--- config.mk ---
export PLATFORM = sky130hd
export DESIGN_NAME = keypad_scanner
export DESIGN_NICKNAME = d
export VERILOG_FILES = /design/src/rtl/keypad_scanner.sv
export SDC_FILE = /design/constraint.sdc
export NUM_CORES = 1
export LEC_CHECK = 0
export ABC_CLOCK_PERIOD_IN_PS = 4100
export BUFFER_PORTS_ARGS = -buffer_cell sky130_fd_sc_hd__buf_2
export CORE_MARGIN = 5
export CORE_UTILIZATION = 55
export DETAILED_ROUTE_END_ITERATION = 10
export GPL_ROUTABILITY_DRIVEN = 0
export GPL_TIMING_DRIVEN = 0
export MAX_ROUTING_LAYER = met4
export PLACE_DENSITY = 0.73
export SLEW_MARGIN = 20
export SYNTH_ARGS = -nofsm -noshare
export SYNTH_HDL_FRONTEND = slang
export SYNTH_SLANG_ARGS = --single-unit
--- constraint.sdc ---
create_clock -name clk -period 4.1 [get_ports clk]
set_input_delay 0.82 -clock clk [delete_from_list [all_inputs] [get_ports clk]]
set_output_delay 0.82 -clock clk [all_outputs]
set_load 0.02 [all_outputs]
--- src/rtl/keypad_scanner.sv ---
// 4x4 keypad scanner: column drive, synchronized row sampling, per-scan classification,
// debounced press/release FSM. Define KEYPAD_REPEAT_EN to enable auto-repeat strobes.
module keypad_scanner #(
    parameter int unsigned SCAN_DIV       = 1000,
    parameter int unsigned DEBOUNCE_SCANS = 4,
    parameter int unsigned REPEAT_SCANS   = 50
) (
    input  logic       clk,
    input  logic       rst_n,
    input  logic [3:0] row_in,
    output logic [3:0] col_out,
    output logic [3:0] key_code,
    output logic       key_valid,
    output logic       key_held
);

    typedef enum logic [1:0] {StIdle, StDebounce, StPressed, StRelease} state_e;

    localparam logic [15:0] SlotLast = 16'(SCAN_DIV - 1);
    localparam logic [3:0]  DbLast   = 4'(DEBOUNCE_SCANS);

    logic [3:0]  row_s1, row_s2;
    logic [15:0] slot_cnt;
    logic [1:0]  col_idx;
    logic [1:0]  acc_hits;
    logic [3:0]  acc_code;
    logic        slot_last, scan_done;
    logic [1:0]  col_hits, col_row, tot_hits;
    logic [2:0]  hit_sum;
    logic [3:0]  tot_code;
    logic        scan_none, scan_single;

    state_e      state;
    logic [3:0]  cnt;
    logic [3:0]  cand;
`ifdef KEYPAD_REPEAT_EN
    logic [15:0] rep_cnt;
`endif

    assign col_out   = ~(4'b0001 << col_idx);
    assign slot_last = (slot_cnt == SlotLast);
    assign scan_done = slot_last && (col_idx == 2'd3);

    // Low rows in the current column, saturating at two; combined with earlier columns.
    always_comb begin
        col_hits = 2'd0;
        col_row  = 2'd0;
        for (int r = 0; r < 4; r++) begin
            if (!row_s2[r]) begin
                col_row = 2'(r);
                if (col_hits != 2'd2) col_hits = col_hits + 2'd1;
            end
        end
        hit_sum     = {1'b0, acc_hits} + {1'b0, col_hits};
        tot_hits    = (hit_sum >= 3'd2) ? 2'd2 : hit_sum[1:0];
        tot_code    = (col_hits != 2'd0) ? {col_row, col_idx} : acc_code;
        scan_none   = (tot_hits == 2'd0);
        scan_single = (tot_hits == 2'd1);
    end

    always_ff @(posedge clk or negedge rst_n) begin
        if (!rst_n) begin
            row_s1   <= 4'd0;
            row_s2   <= 4'd0;
            slot_cnt <= 16'd0;
            col_idx  <= 2'd0;
            acc_hits <= 2'd0;
            acc_code <= 4'd0;
        end else begin
            row_s1 <= row_in;
            row_s2 <= row_s1;
            if (slot_last) begin
                slot_cnt <= 16'd0;
                col_idx  <= col_idx + 2'd1;
                if (col_idx == 2'd3) begin
                    acc_hits <= 2'd0;
                    acc_code <= 4'd0;
                end else begin
                    acc_hits <= tot_hits;
                    acc_code <= tot_code;
                end
            end else begin
                slot_cnt <= slot_cnt + 16'd1;
            end
        end
    end

    always_ff @(posedge clk or negedge rst_n) begin
        if (!rst_n) begin
            state     <= StIdle;
            cnt       <= 4'd0;
            cand      <= 4'd0;
            key_code  <= 4'd0;
            key_valid <= 1'b0;
            key_held  <= 1'b0;
`ifdef KEYPAD_REPEAT_EN
            rep_cnt   <= 16'd0;
`endif
        end else begin
            key_valid <= 1'b0;
            if (scan_done) begin
                unique case (state)
                    StIdle: begin
                        if (scan_single) begin
                            cand <= tot_code;
                            if (DbLast <= 4'd1) begin
                                state     <= StPressed;
                                key_code  <= tot_code;
                                key_valid <= 1'b1;
                                key_held  <= 1'b1;
                                cnt       <= 4'd0;
`ifdef KEYPAD_REPEAT_EN
                                rep_cnt   <= 16'd0;
`endif
                            end else begin
                                state <= StDebounce;
                                cnt   <= 4'd1;
                            end
                        end
                    end
                    StDebounce: begin
                        if (scan_single && tot_code == cand) begin
                            if (cnt + 4'd1 >= DbLast) begin
                                state     <= StPressed;
                                key_code  <= cand;
                                key_valid <= 1'b1;
                                key_held  <= 1'b1;
                                cnt       <= 4'd0;
`ifdef KEYPAD_REPEAT_EN
                                rep_cnt   <= 16'd0;
`endif
                            end else begin
                                cnt <= cnt + 4'd1;
                            end
                        end else begin
                            state <= StIdle;
                            cnt   <= 4'd0;
                        end
                    end
                    StPressed: begin
                        if (scan_none) begin
                            if (DbLast <= 4'd1) begin
                                state    <= StIdle;
                                key_held <= 1'b0;
                                cnt      <= 4'd0;
                            end else begin
                                state <= StRelease;
                                cnt   <= 4'd1;
                            end
`ifdef KEYPAD_REPEAT_EN
                            rep_cnt <= 16'd0;
                        end else if (scan_single && tot_code == key_code) begin
                            if (rep_cnt + 16'd1 >= 16'(REPEAT_SCANS)) begin
                                key_valid <= 1'b1;
                                rep_cnt   <= 16'd0;
                            end else begin
                                rep_cnt <= rep_cnt + 16'd1;
                            end
                        end else begin
                            rep_cnt <= 16'd0;
`endif
                        end
                    end
                    StRelease: begin
                        if (scan_none) begin
                            if (cnt + 4'd1 >= DbLast) begin
                                state    <= StIdle;
                                key_held <= 1'b0;
                                cnt      <= 4'd0;
                            end else begin
                                cnt <= cnt + 4'd1;
                            end
                        end else begin
                            // Bounce during release: back to pressed without a new strobe.
                            state <= StPressed;
                            cnt   <= 4'd0;
`ifdef KEYPAD_REPEAT_EN
                            rep_cnt <= 16'd0;
`endif
                        end
                    end
                    default: state <= StIdle;
                endcase
            end
        end
    end

endmodule

# After elaboration in Yosys (flattened, before gate mapping)
# Cells that the tools add are included.
# classes
add_sub_neg	7
magnitude_cmp	2
n_eq_ne	18
n_shift	1
mux	37
n_bitwise	1
n_reduce_logical	11
# op_table
operator	n
2-bit 2-to-1 mux	16
4-bit 2-to-1 mux	7
2-bit != test, second input constant	9
16-bit by 1-bit adder with 16-bit output, second input constant	1
16-bit by 10-bit == test with 1-bit output, second input constant	1
16-bit 2-to-1 mux	1
4-bit case mux with 4 select lines	1
1-bit 2-to-1 mux	10
2-bit by 1-bit adder with 2-bit output, second input constant	4
2-bit case mux with 4 select lines	1
2-bit == test, second input constant	3
3-bit != test, second input constant	2
3-bit AND reduction	2
6-bit AND reduction	1
5-bit AND reduction	1
4-bit by 1-bit adder with 4-bit output, second input constant	1
2-bit by 1-bit == test with 1-bit output, second input constant	2
4-bit == test	1
4-bit by 3-bit greater-or-equal comparator with 1-bit output, second input constant	1
2-bit logical NOT	2
4-bit inverter	1
4-bit AND reduction	1
2-bit nonzero test	2
1-bit by 2-bit << shifter with 4-bit output, first input constant	1
other kinds (4)	5
# word_totals
register_bits	48
word_cells	89

# Depth between registers and ports, before layout
# Gate-level depths: netlist (run 1).
# logic_depth
ltp_word	18
depth_mapped	16
depth_no_buf	16

# Least setup slack after synthesis (run 1)
# Ideal clock, no wire load.
# synth_timing
kind	register to register
startpoint	reg row_s2[0]
endpoint	reg key_code[0]
setup_ps	125
t_arrival_ps	3134
required_time_ps	3975
path_slack_ps	841
stages_incl_launch_ff	14
path_buffers	0
period_less_slack_ps	3259
cell_sequence	dfrtp_1 -> ha_1 -> or2_2 -> and2_1 -> ha_1 -> nor2_1 -> a31o_2 -> fa_1 -> nand2_1 -> nor3_1 -> nand3_1 -> nor2_1 -> nand4_1 -> mux2_2
# synth_via
elab_chain_len	16
elab_cells_between_ends	22
# synth_rtl
item	line_no	text
start: declaration	22	logic [3:0] row_s1, row_s2;
start signal: assignment	71	row_s2 <= row_s1;
1-bit 2-to-1 mux *	49	if (!row_s2[r]) begin
2-bit by 1-bit adder with 2-bit output / 2-bit != test (equally long branches)	51	if (col_hits != 2'd2) col_hits = col_hits + 2'd1;
2-bit 2-to-1 mux	51	
2-bit 2-to-1 mux *	49	
2-bit by 1-bit adder with 2-bit output / 2-bit != test (equally long branches)	51	
2-bit 2-to-1 mux	51	
2-bit 2-to-1 mux *	49	
2-bit by 1-bit adder with 2-bit output / 2-bit != test (equally long branches)	51	
2-bit 2-to-1 mux	51	
2-bit 2-to-1 mux *	49	
2-bit by 2-bit adder with 3-bit output	54	hit_sum = {1'b0, acc_hits} + {1'b0, col_hits};
3-bit by 2-bit greater-or-equal comparator with 1-bit output	55	tot_hits = (hit_sum >= 3'd2) ? 2'd2 : hit_sum[1:0];
2-bit 2-to-1 mux	55	
2-bit by 1-bit == test with 1-bit output	58	scan_single = (tot_hits == 2'd1);
1-bit logical AND *	122	if (scan_single && tot_code == cand) begin
4-bit AND reduction (no source line) *	-	
end signal: assignment	108	key_code <= tot_code;
end signal: assignment	125	key_code <= cand;
end: declaration	12	output logic [3:0] key_code,
# Mark *: on every way between the ends. The rest lies on a longest branch, timed or not.
# A chain may end at the register's enable or synchronous reset.

# Worst setup path after layout (run 1)
# layout_timing
startpoint	reg row_s2[1]
endpoint	reg key_code[3]
# layout_via
elab_chain_len	13
elab_cells_between_ends	21
# layout_rtl
item	line_no
2-bit 2-to-1 mux	49
2-bit by 1-bit adder with 2-bit output / 2-bit != test (equally long branches)	51
2-bit 2-to-1 mux	51
2-bit 2-to-1 mux	49
2-bit by 1-bit adder with 2-bit output / 2-bit != test (equally long branches)	51
2-bit 2-to-1 mux	51
2-bit 2-to-1 mux	49
2-bit by 2-bit adder with 3-bit output	54
3-bit by 2-bit greater-or-equal comparator with 1-bit output	55
2-bit 2-to-1 mux	55
2-bit by 1-bit == test with 1-bit output	58
1-bit logical AND *	122
4-bit AND reduction (no source line) *	-
# Marks and branches as above.

==> results of run 1 <==
critical path, cell delays in order, from the launching register on:
cell	delay, ns
dfrtp_1	0.41
ha_1	0.20
or2_2	0.28
and2_1	0.14
ha_1	0.28
nor2_1	0.04
a31o_2	0.24
fa_1	0.51
nand2_1	0.14
nor3_1	0.45
nand3_1	0.14
nor2_1	0.12
nand4_1	0.26
mux2_2	0.36
power breakdown:
part / switching (W) / total [W] / internal [W] / leakage (nW)
Sequential: 0.00000261 / 0.000480 / 0.000477 / 0.638
Combinational: 0.0000343 / 0.0000517 / 0.0000174 / 0.535
Clock: 0.000150 / 0.000285 / 0.000135 / 0.0510
Total: 0.000187 / 0.000816 / 0.000629 / 1.22
through the flow:
step	cell area, µm²	worst slack, ns
detailed placement	2535	0.4116
floorplan	2395	0.8414
global placement	2535	0.4989
finish	2630	0.4311
global route	2630	0.1226
CTS	2628	0.3889
cell type report:
type / instances / area (µm²) / area share
Sequential cell: 48 / 1201 / 0.4567
Buffer: 4 / 15.01 / 0.005709
Tap cell: 52 / 65.06 / 0.02474
Timing Repair Buffer: 15 / 77.57 / 0.02950
Clock buffer: 6 / 82.58 / 0.03140
Clock inverter: 2 / 10.01 / 0.003806
Inverter: 17 / 63.81 / 0.02426
Multi-Input combinational cell: 165 / 1115 / 0.4239
how the worst max path moves through the flow:
stage / slack, ns / end
floorplan: 0.84 / key_code[0]$_DFFE_PN0P_
global placement: 0.50 / key_code[3]$_DFFE_PN0P_
detailed placement: 0.41 / key_code[2]$_DFFE_PN0P_
CTS: 0.39 / key_code[2]$_DFFE_PN0P_
global route: 0.12 / key_code[2]$_DFFE_PN0P_
finish: 0.43 / key_code[3]$_DFFE_PN0P_
cell families (layout without fill, tap and decap cells):
family,after synthesis,after routing,share of synthesized area
adder cells (fa/ha/maj),11,11,0.06061
flip-flops,48,48,0.5016
AO/OA/AOI/OAI,32,32,0.08465
buffers and inverters,21,44,0.03291
multiplexers,9,9,0.04023
XOR/XNOR,22,22,0.08046
AND/OR/NAND/NOR,91,91,0.1996
sequential cells by signal, indices dropped and copies added, names as in the netlist:
name       flops
acc_hits       2
slot_cnt      16
acc_code       4
col_idx        2
state          2
key_valid      1
cand           4
cnt            4
row_s1         4
key_held       1
key_code       4
row_s2         4
layer usage:
metal | up-vias | share of wire | GRT usage
met5 | - | 0 | -
met4 | 0 | 0.018 | 0.06406
met3 | 8 | 0.039 | 0.03783
met2 | 23 | 0.47 | 0.2440
met1 | 814 | 0.47 | 0.2153
li1 | 850 | - | -
placed cells by master, fill, tap and decap left out, drive strengths merged, types with 4 or more instances in the layout:
| cell | n |
|---|---|
| xor2 | 10 |
| buf | 15 |
| nand4 | 6 |
| xnor2 | 12 |
| nand3 | 12 |
| nand2 | 23 |
| dfrtp | 48 |
| clkbuf | 10 |
| nor3 | 7 |
| mux2 | 5 |
| inv | 17 |
| nor2 | 18 |
| o21ai | 14 |
| and2 | 6 |
| mux2i | 4 |
| ha | 10 |
==> flow_summary.rst, run 1 <==
.. list-table::
   :header-rows: 1

   * - Metric
     - Value
   * - Cell total after placement
     - around 300
   * - Max Freq
     - 272.6 MHz
   * - Clock skew
     - 0.008172 ns
   * - Half-perimeter wire length of the detailed placement result
     - 3019 µm
   * - Number of standard cells in the final layout excluding fillers
     - 309
   * - Most frequent cells after synthesis
     - dfrtp_1, nand2_1, nor2_1
   * - Critical Path Start
     - row_s2[1]$_DFF_PN0_
   * - Maximum fanout along the worst path
     - 6
   * - Die Outline Area
     - about 5800 µm²
   * - Cell area after technology mapping
     - ~2400 µm²
   * - Row cnt
     - 24
   * - Status
     - finished, final reports clean
   * - Clock slew seen by the registers of the worst setup and hold paths
     - approximately 0.080 ns
   * - Floorplan die height
     - approximately 76 µm
   * - Number of synthesized register bits
     - 48
   * - Cts hold-fix bufs
     - 0
   * - Part of the cycle the worst path needs
     - 0.8949
   * - Category of the most critical setup path
     - reg -> reg
   * - Post-synthesis instance total
     - 234
   * - Wire per inst
     - 13.29 µm
   * - First-pass GRT wire length
     - roughly 7600 µm
   * - Vias per Instance
     - 5.485
   * - Max VDD drop
     - 0.0002398 V
   * - Unrepaired setup endpoints after global routing
     - no
   * - Count of endpoints failing hold in the final timing report
     - 0
   * - Signal arrival time at the worst endpoint
     - 3.86 ns
   * - Post-Syn Area per Cell
     - roughly 10 µm²
   * - Worst skew pair latency
     - 0.30 ns
   * - Resized Gates After CTS
     - 0
   * - Number of max-cap violations
     - 0
   * - Share of Yosys cell area claimed by the top area cell type
     - 0.5016
   * - Fraction of layout instances using a drive strength above 1
     - 0.1362
   * - Number of design rule violations left after detail routing
     - 0
   * - Register-to-register path setup slack
     - between 0.4 and 0.5 ns
   * - Starting DRC count in detailed routing
     - 105
   * - EDFF count, synth
     - 0
   * - Net Count, Synth
     - between 200 and 300
   * - Horizontal extent of the die
     - 75.99 µm
   * - Required time at the worst-slack endpoint
     - 4.29 ns
   * - PortBufs
     - 15
   * - Hold Path Cell Cnt
     - 0
   * - Sequential element share of the synthesized area
     - 0.5016
   * - Layout fillers
     - between 300 and 400
   * - Worst rel slew slack
     - 0.6083
   * - Main area contributors after synthesis
     - dfrtp_1, ha_1, xnor2_1, xor2_1, nand2_1
   * - Max-slew violation count
     - 0
   * - Standard cell core area
     - 4294 µm²
   * - Predominant post-synthesis flop cell
     - dfrtp_1
   * - Critical path endpoint category
     - register
   * - Leak pwr
     - 1.224 nW
   * - Number of clock sinks
     - 48
   * - Count of pins on the block boundary
     - 16
   * - Pin slew with the least headroom to its limit
     - 0.5876 ns
   * - Worst Reg2Reg Path Length in Cells
     - 13
   * - Post-layout minimum cycle time
     - about 3.7 ns
   * - Async set-or-reset flop fraction in the synthesized netlist
     - 1.000
   * - Number of setup buffers added after CTS
     - 0
   * - Global-route usage over all layers
     - 0.1632
   * - Worst Hold Endpoint
     - row_s2[3]$_DFF_PN0_
   * - Ant diodes
     - 0
   * - CTS tree
     - yes
   * - Worst reg2reg path startpoint
     - row_s2[1]$_DFF_PN0_
   * - Routed Antenna Nets
     - 0
   * - Maximum number of pins on one net before global-route repair
     - 49
   * - Pwr per Cell Area
     - 310.3 nW/µm²
   * - Final WL
     - slightly above 4000 µm
   * - Hold crit path type
     - reg -> reg
   * - H-Tree Depth
     - 2
   * - Final-layout setup total negative slack
     - 0 ns
   * - Post-Route Hold Slack
     - 0.3533 ns
   * - Worst R2R End
     - key_code[3]$_DFFE_PN0P_
   * - Overflow left after global routing
     - 0
   * - Layout Nets
     - roughly 270
   * - Clock buffer count from CTS
     - 5
   * - Count leader, synth
     - dfrtp_1
   * - Finish-stage setup viols
     - 0
   * - Total power of the final layout
     - just over 0.0008 W
   * - Count of distinct cell types in the synthesized netlist
     - 40
   * - Area grow syn2layout
     - 9.822%
   * - Hold path start
     - row_s1[3]$_DFF_PN0_
   * - Clock tree buffer depth
     - 2
   * - Warnings from Yosys
     - 0
   * - Finished Core Util
     - 0.6125
   * - Clock Tree Root
     - clkbuf_8
   * - Count of TritonRoute iterations in the first routing pass
     - 4
   * - Number of global-route vias before repair
     - between 1,500 and 2,000
   * - Startpoint types
     - register
   * - Library cell with the largest summed area after synthesis
     - dfrtp_1
   * - Detailed-route via count
     - about 1,700
   * - Initial antenna violation count
     - 0
   * - Initial Util
     - 0.5577
(Power assumes the default switching activity.)
==> inputs of run 2 (changes only) <==
--- a/config.mk
+++ b/config.mk
@@ -5,15 +5,17 @@
 export SDC_FILE = /design/constraint.sdc
 export NUM_CORES = 1
 export LEC_CHECK = 0
+export ABC_AREA = 1
 export ABC_CLOCK_PERIOD_IN_PS = 4100
-export BUFFER_PORTS_ARGS = -buffer_cell sky130_fd_sc_hd__buf_2
+export CORE_ASPECT_RATIO = 2
 export CORE_MARGIN = 5
 export CORE_UTILIZATION = 55
 export DETAILED_ROUTE_END_ITERATION = 10
+export DONT_BUFFER_PORTS = 1
 export GPL_ROUTABILITY_DRIVEN = 0
 export GPL_TIMING_DRIVEN = 0
 export MAX_ROUTING_LAYER = met4
-export PLACE_DENSITY = 0.73
+export PLACE_DENSITY = 0.7
 export SLEW_MARGIN = 20
 export SYNTH_ARGS = -nofsm -noshare
 export SYNTH_HDL_FRONTEND = slang
==> run 2 against run 1 <==
  * Hold slack worse by 0.15 ns
  * Critical endpoint is now cnt[0]$_DFFE_PN0P_
  * Flip-flop and latch count stayed put
  * Via count is 8.3% higher
==> flow_summary.rst, run 2 <==
.. list-table::
   :header-rows: 1

   * - Metric
     - Value
   * - Status
     - finished, final reports clean
   * - Signal arrival time at the worst endpoint
     - 3.45 ns (-0.41 ns)
   * - Post-Syn Area per Cell
     - 8.270 µm² (-19%)
   * - Critical path's largest stage delay
     - 0.41 ns (-0.10 ns)
   * - Sequential element share of the synthesized area
     - 0.4841 (-0.01745)
   * - H-Tree Depth
     - 2 (unchanged)
   * - Row cnt
     - 34 (+42%)
   * - Post-layout minimum cycle time
     - 3.255 ns (-0.4142 ns)
   * - Maximum number of pins on one net before global-route repair
     - 49 (unchanged)
   * - Final WL
     - 4488 µm (+9.3%)
   * - Total buffers and inverters traversed by the critical path
     - 7 (+7)
   * - Number of design rule violations left after detail routing
     - 0 (unchanged)
   * - Pwr per Cell Area
     - 313.5 nW/µm² (+1.0%)
   * - Layout Nets
     - 324 (+19%)
   * - Clock skew
     - 0.007639 ns (-0.0005331 ns)
   * - Global-route usage over all layers
     - 0.1791 (+0.01589)
   * - Horizontal extent of the die
     - 57.49 µm (-24%)
   * - Clock buffer count from CTS
     - 5 (unchanged)
   * - Worst reg2reg path startpoint
     - row_s2[1]$_DFF_PN0_
   * - Unrepaired setup endpoints after global routing
     - no
   * - Worst rel slew slack
     - 0.7320 (+0.1238)
   * - Number of global-route vias before repair
     - 1,916 (+16%)
   * - Number of max-cap violations
     - 0 (unchanged)
   * - Finished layout cell area
     - 2646 µm² (+0.62%)
   * - Pin slew with the least headroom to its limit
     - 0.4010 ns (-0.1866 ns)
   * - Kind of cell adding the most delay to the critical path
     - simple AND/OR/NAND/NOR gates
   * - Async set-or-reset flop fraction in the synthesized netlist
     - 1.000 (unchanged)
   * - CTS tree
     - yes
   * - Post-Route Hold Slack
     - 0.2073 ns (-0.1460 ns)
   * - Simple logic cell fraction of the synthesized area
     - 0.2854 (+0.08584)
   * - Clock tree buffer depth
     - 2 (unchanged)
   * - EDFF count, synth
     - 0 (unchanged)
   * - PortBufs
     - 0 (-15)
   * - Cell total after placement
     - 354 (+18%)
   * - Post-synthesis mux area share
     - 0 (-0.04023)
   * - Total power of the final layout
     - 0.0008296 W (+1.7%)
   * - Most frequent cells after synthesis
     - nand2_1, inv_1, dfrtp_1
   * - Finish-stage setup viols
     - 0 (unchanged)
   * - Max VDD drop
     - 0.0002288 V (-4.6%)
   * - Starting DRC count in detailed routing
     - 51 (-51%)
   * - Share of Yosys cell area claimed by the top area cell type
     - 0.4841 (-0.01745)
   * - Predominant post-synthesis flop cell
     - dfrtp_1
   * - Top library cells by usage in the layout, fill and taps aside
     - nand2_1, inv_1, dfrtp_1
   * - Final-layout setup total negative slack
     - 0 ns (unchanged)
   * - Vias per Instance
     - 5.069 (-7.6%)
   * - Critical path endpoint category
     - register
   * - Max-slew violation count
     - 0 (unchanged)
   * - DP Area
     - 2549 µm² (+0.54%)
   * - Count of endpoints failing hold in the final timing report
     - 0 (unchanged)
   * - Ant diodes
     - 0 (unchanged)
   * - Share of the synthesized netlist area taken by xor and xnor gates
     - 0.01765 (-0.06281)
   * - Cts hold-fix bufs
     - 0 (unchanged)
   * - Maximum fanout along the worst path
     - 7 (+1)
   * - Warnings from Yosys
     - 0 (unchanged)
   * - Library cell with the largest summed area after synthesis
     - dfrtp_1
   * - Half-perimeter wire length of the detailed placement result
     - 3448 µm (+14%)
   * - Number of synthesized register bits
     - 48 (unchanged)
   * - Slowest cell on the critical path
     - fa_1
   * - Standard cell core area
     - 4382 µm² (+2.0%)
   * - Compound-Gate Fraction of Synth Area
     - 0.06808 (-0.01656)
   * - Largest family of logic cells by synthesized area
     - simple AND/OR/NAND/NOR gates
   * - Part of the cycle the worst path needs
     - 0.7938 (-0.1010)
   * - Post-synthesis instance total
     - 300 (+28%)
   * - Count leader, synth
     - nand2_1
   * - Detailed-route via count
     - 1,835 (+8.3%)
   * - Die Outline Area
     - 6036 µm² (+4.5%)
   * - Worst skew pair latency
     - 0.30 ns (about the same)
   * - Area grow syn2layout
     - 6.657%
   * - Main area contributors after synthesis
     - dfrtp_1, nand2_1, inv_1, nand3_1, nor2_1
   * - Layout fillers
     - 405 (+10%)
   * - Number of standard cells in the final layout excluding fillers
     - 362 (+17%)
   * - Routed Antenna Nets
     - 0 (unchanged)
   * - Floorplan die height
     - 105.0 µm (+38%)
   * - Critical Path Start
     - row_s2[1]$_DFF_PN0_
   * - Clock slew seen by the registers of the worst setup and hold paths
     - 0.09 ns (about the same)
   * - Initial Util
     - 0.5662 (+0.008556)
   * - Worst path most repeated cell
     - inv_1
   * - Cell area after technology mapping
     - 2481 µm² (+3.6%)
   * - Resized Gates After CTS
     - 0 (unchanged)
   * - First-pass GRT wire length
     - 8266 µm (+8.6%)
   * - Multi-input gate area in the final layout
     - 1066 µm² (-4.4%)
   * - Overflow left after global routing
     - 0 (unchanged)
   * - Count of distinct cell types in the synthesized netlist
     - 28 (-30%)
   * - Leak pwr
     - 1.374 nW (+12%)
   * - Category of the most critical setup path
     - reg -> reg
   * - Clock Tree Root
     - clkbuf_8
   * - Register ranked first by flip-flop count
     - slot_cnt
   * - Max FFs per register
     - 16 (unchanged)
   * - Startpoint types
     - register
   * - Required time at the worst-slack endpoint
     - 4.30 ns (about the same)
   * - Number of setup buffers added after CTS
     - 0 (unchanged)
   * - Wire per inst
     - 12.40 µm (-6.7%)
   * - Fraction of layout instances using a drive strength above 1
     - 0.1266 (-0.009563)
   * - Sequential cell area
     - 1201 µm² (unchanged)
   * - Hold crit path type
     - in -> async
   * - Initial antenna violation count
     - 0 (unchanged)
   * - Count of TritonRoute iterations in the first routing pass
     - 4 (unchanged)
   * - Arithmetic-cell share of the synthesized area counting full adders, half adders and majority gates
     - 0.05850 (-0.002109)
   * - Number of clock sinks
     - 48 (unchanged)
   * - Leading cell type in the layout, fill and taps excluded
     - nand2_1
   * - Max Freq
     - 307.2 MHz (+13%)
   * - Count of pins on the block boundary
     - 16 (unchanged)
   * - Net Count, Synth
     - 317 (+26%)
   * - CP Cell Sequence
     - inv_1, ha_1, nand2_1, nand2_1, inv_1, ha_1, or2_1, nand2_2, inv_1, ha_1, inv_1, fa_1, nand2_1, nor2_1, nor3_1, inv_1, nand3_1, inv_1, or2_2, nand2_1, inv_1
[run 2: cell count changes in the layout (fill, tap and decap cells not counted), sizes merged, moves of 6 or more]
cell / previous run / this run
xnor2: 12 / 1
nand3: 12 / 27
xor2: 10 / 4
nor2: 18 / 39
and2: 6 / 0
buf: 15 / 0
inv: 17 / 56
nand2: 23 / 71
[run 2: kinds of logic after synthesis]
logic type / after synthesis
xor gates and xnor gates: 5
adders and majority gates: 11
buffers and inverters: 57
DFF: 48
and+or+nand+nor: 149
AOI/OAI and AO/OA: 30
[run 2: path summary, 6_finish.rpt]
check / end / slack, ns / depth (start not counted)
hold / removal: row_s2[1]$_DFF_PN0_ / 0.21 / 0
min in group clk: row_s2[3]$_DFF_PN0_ / 0.35 / 0
hold reg to reg: row_s2[3]$_DFF_PN0_ / 0.35 / 0
max in group asynchronous: cnt[0]$_DFFE_PN0P_ / 3.80 / 0
setup reg to reg: cnt[0]$_DFFE_PN0P_ / 0.85 / 21
setup / recovery: cnt[0]$_DFFE_PN0P_ / 0.85 / 21
[run 2: layout make-up]
class                      instances  share of cell area
sequential                        48              0.4539
multi-input combinational        195              0.4028
inverter                          57             0.08085
clock buffer                       6             0.03121
tap                               54             0.02553
clock inverter                     2            0.005674
[run 2: metal layers]
metal | vias up | part of all wire | global-route usage
li1 | 946 | - | -
met1 | 861 | 0.38 | 0.1931
met2 | 22 | 0.58 | 0.3139
met3 | 6 | 0.025 | 0.03333
met4 | 0 | 0.015 | 0.06965
met5 | - | 0 | -
[run 2: power breakdown]
part | total [W] | switching (W) | internal, W
registers | 0.000479 | 0.00000225 | 0.000477
logic | 0.0000565 | 0.0000389 | 0.0000176
clock network | 0.000294 | 0.000157 | 0.000137
[run 2: stage by stage]
step	utilization	worst slack, ns
after detailed placement	0.5817	0.8512
after global placement	0.5817	0.8777
final	0.6039	0.8452
after global routing	0.6039	0.5010
after CTS	0.6039	0.8173
after floorplan	-	1.152
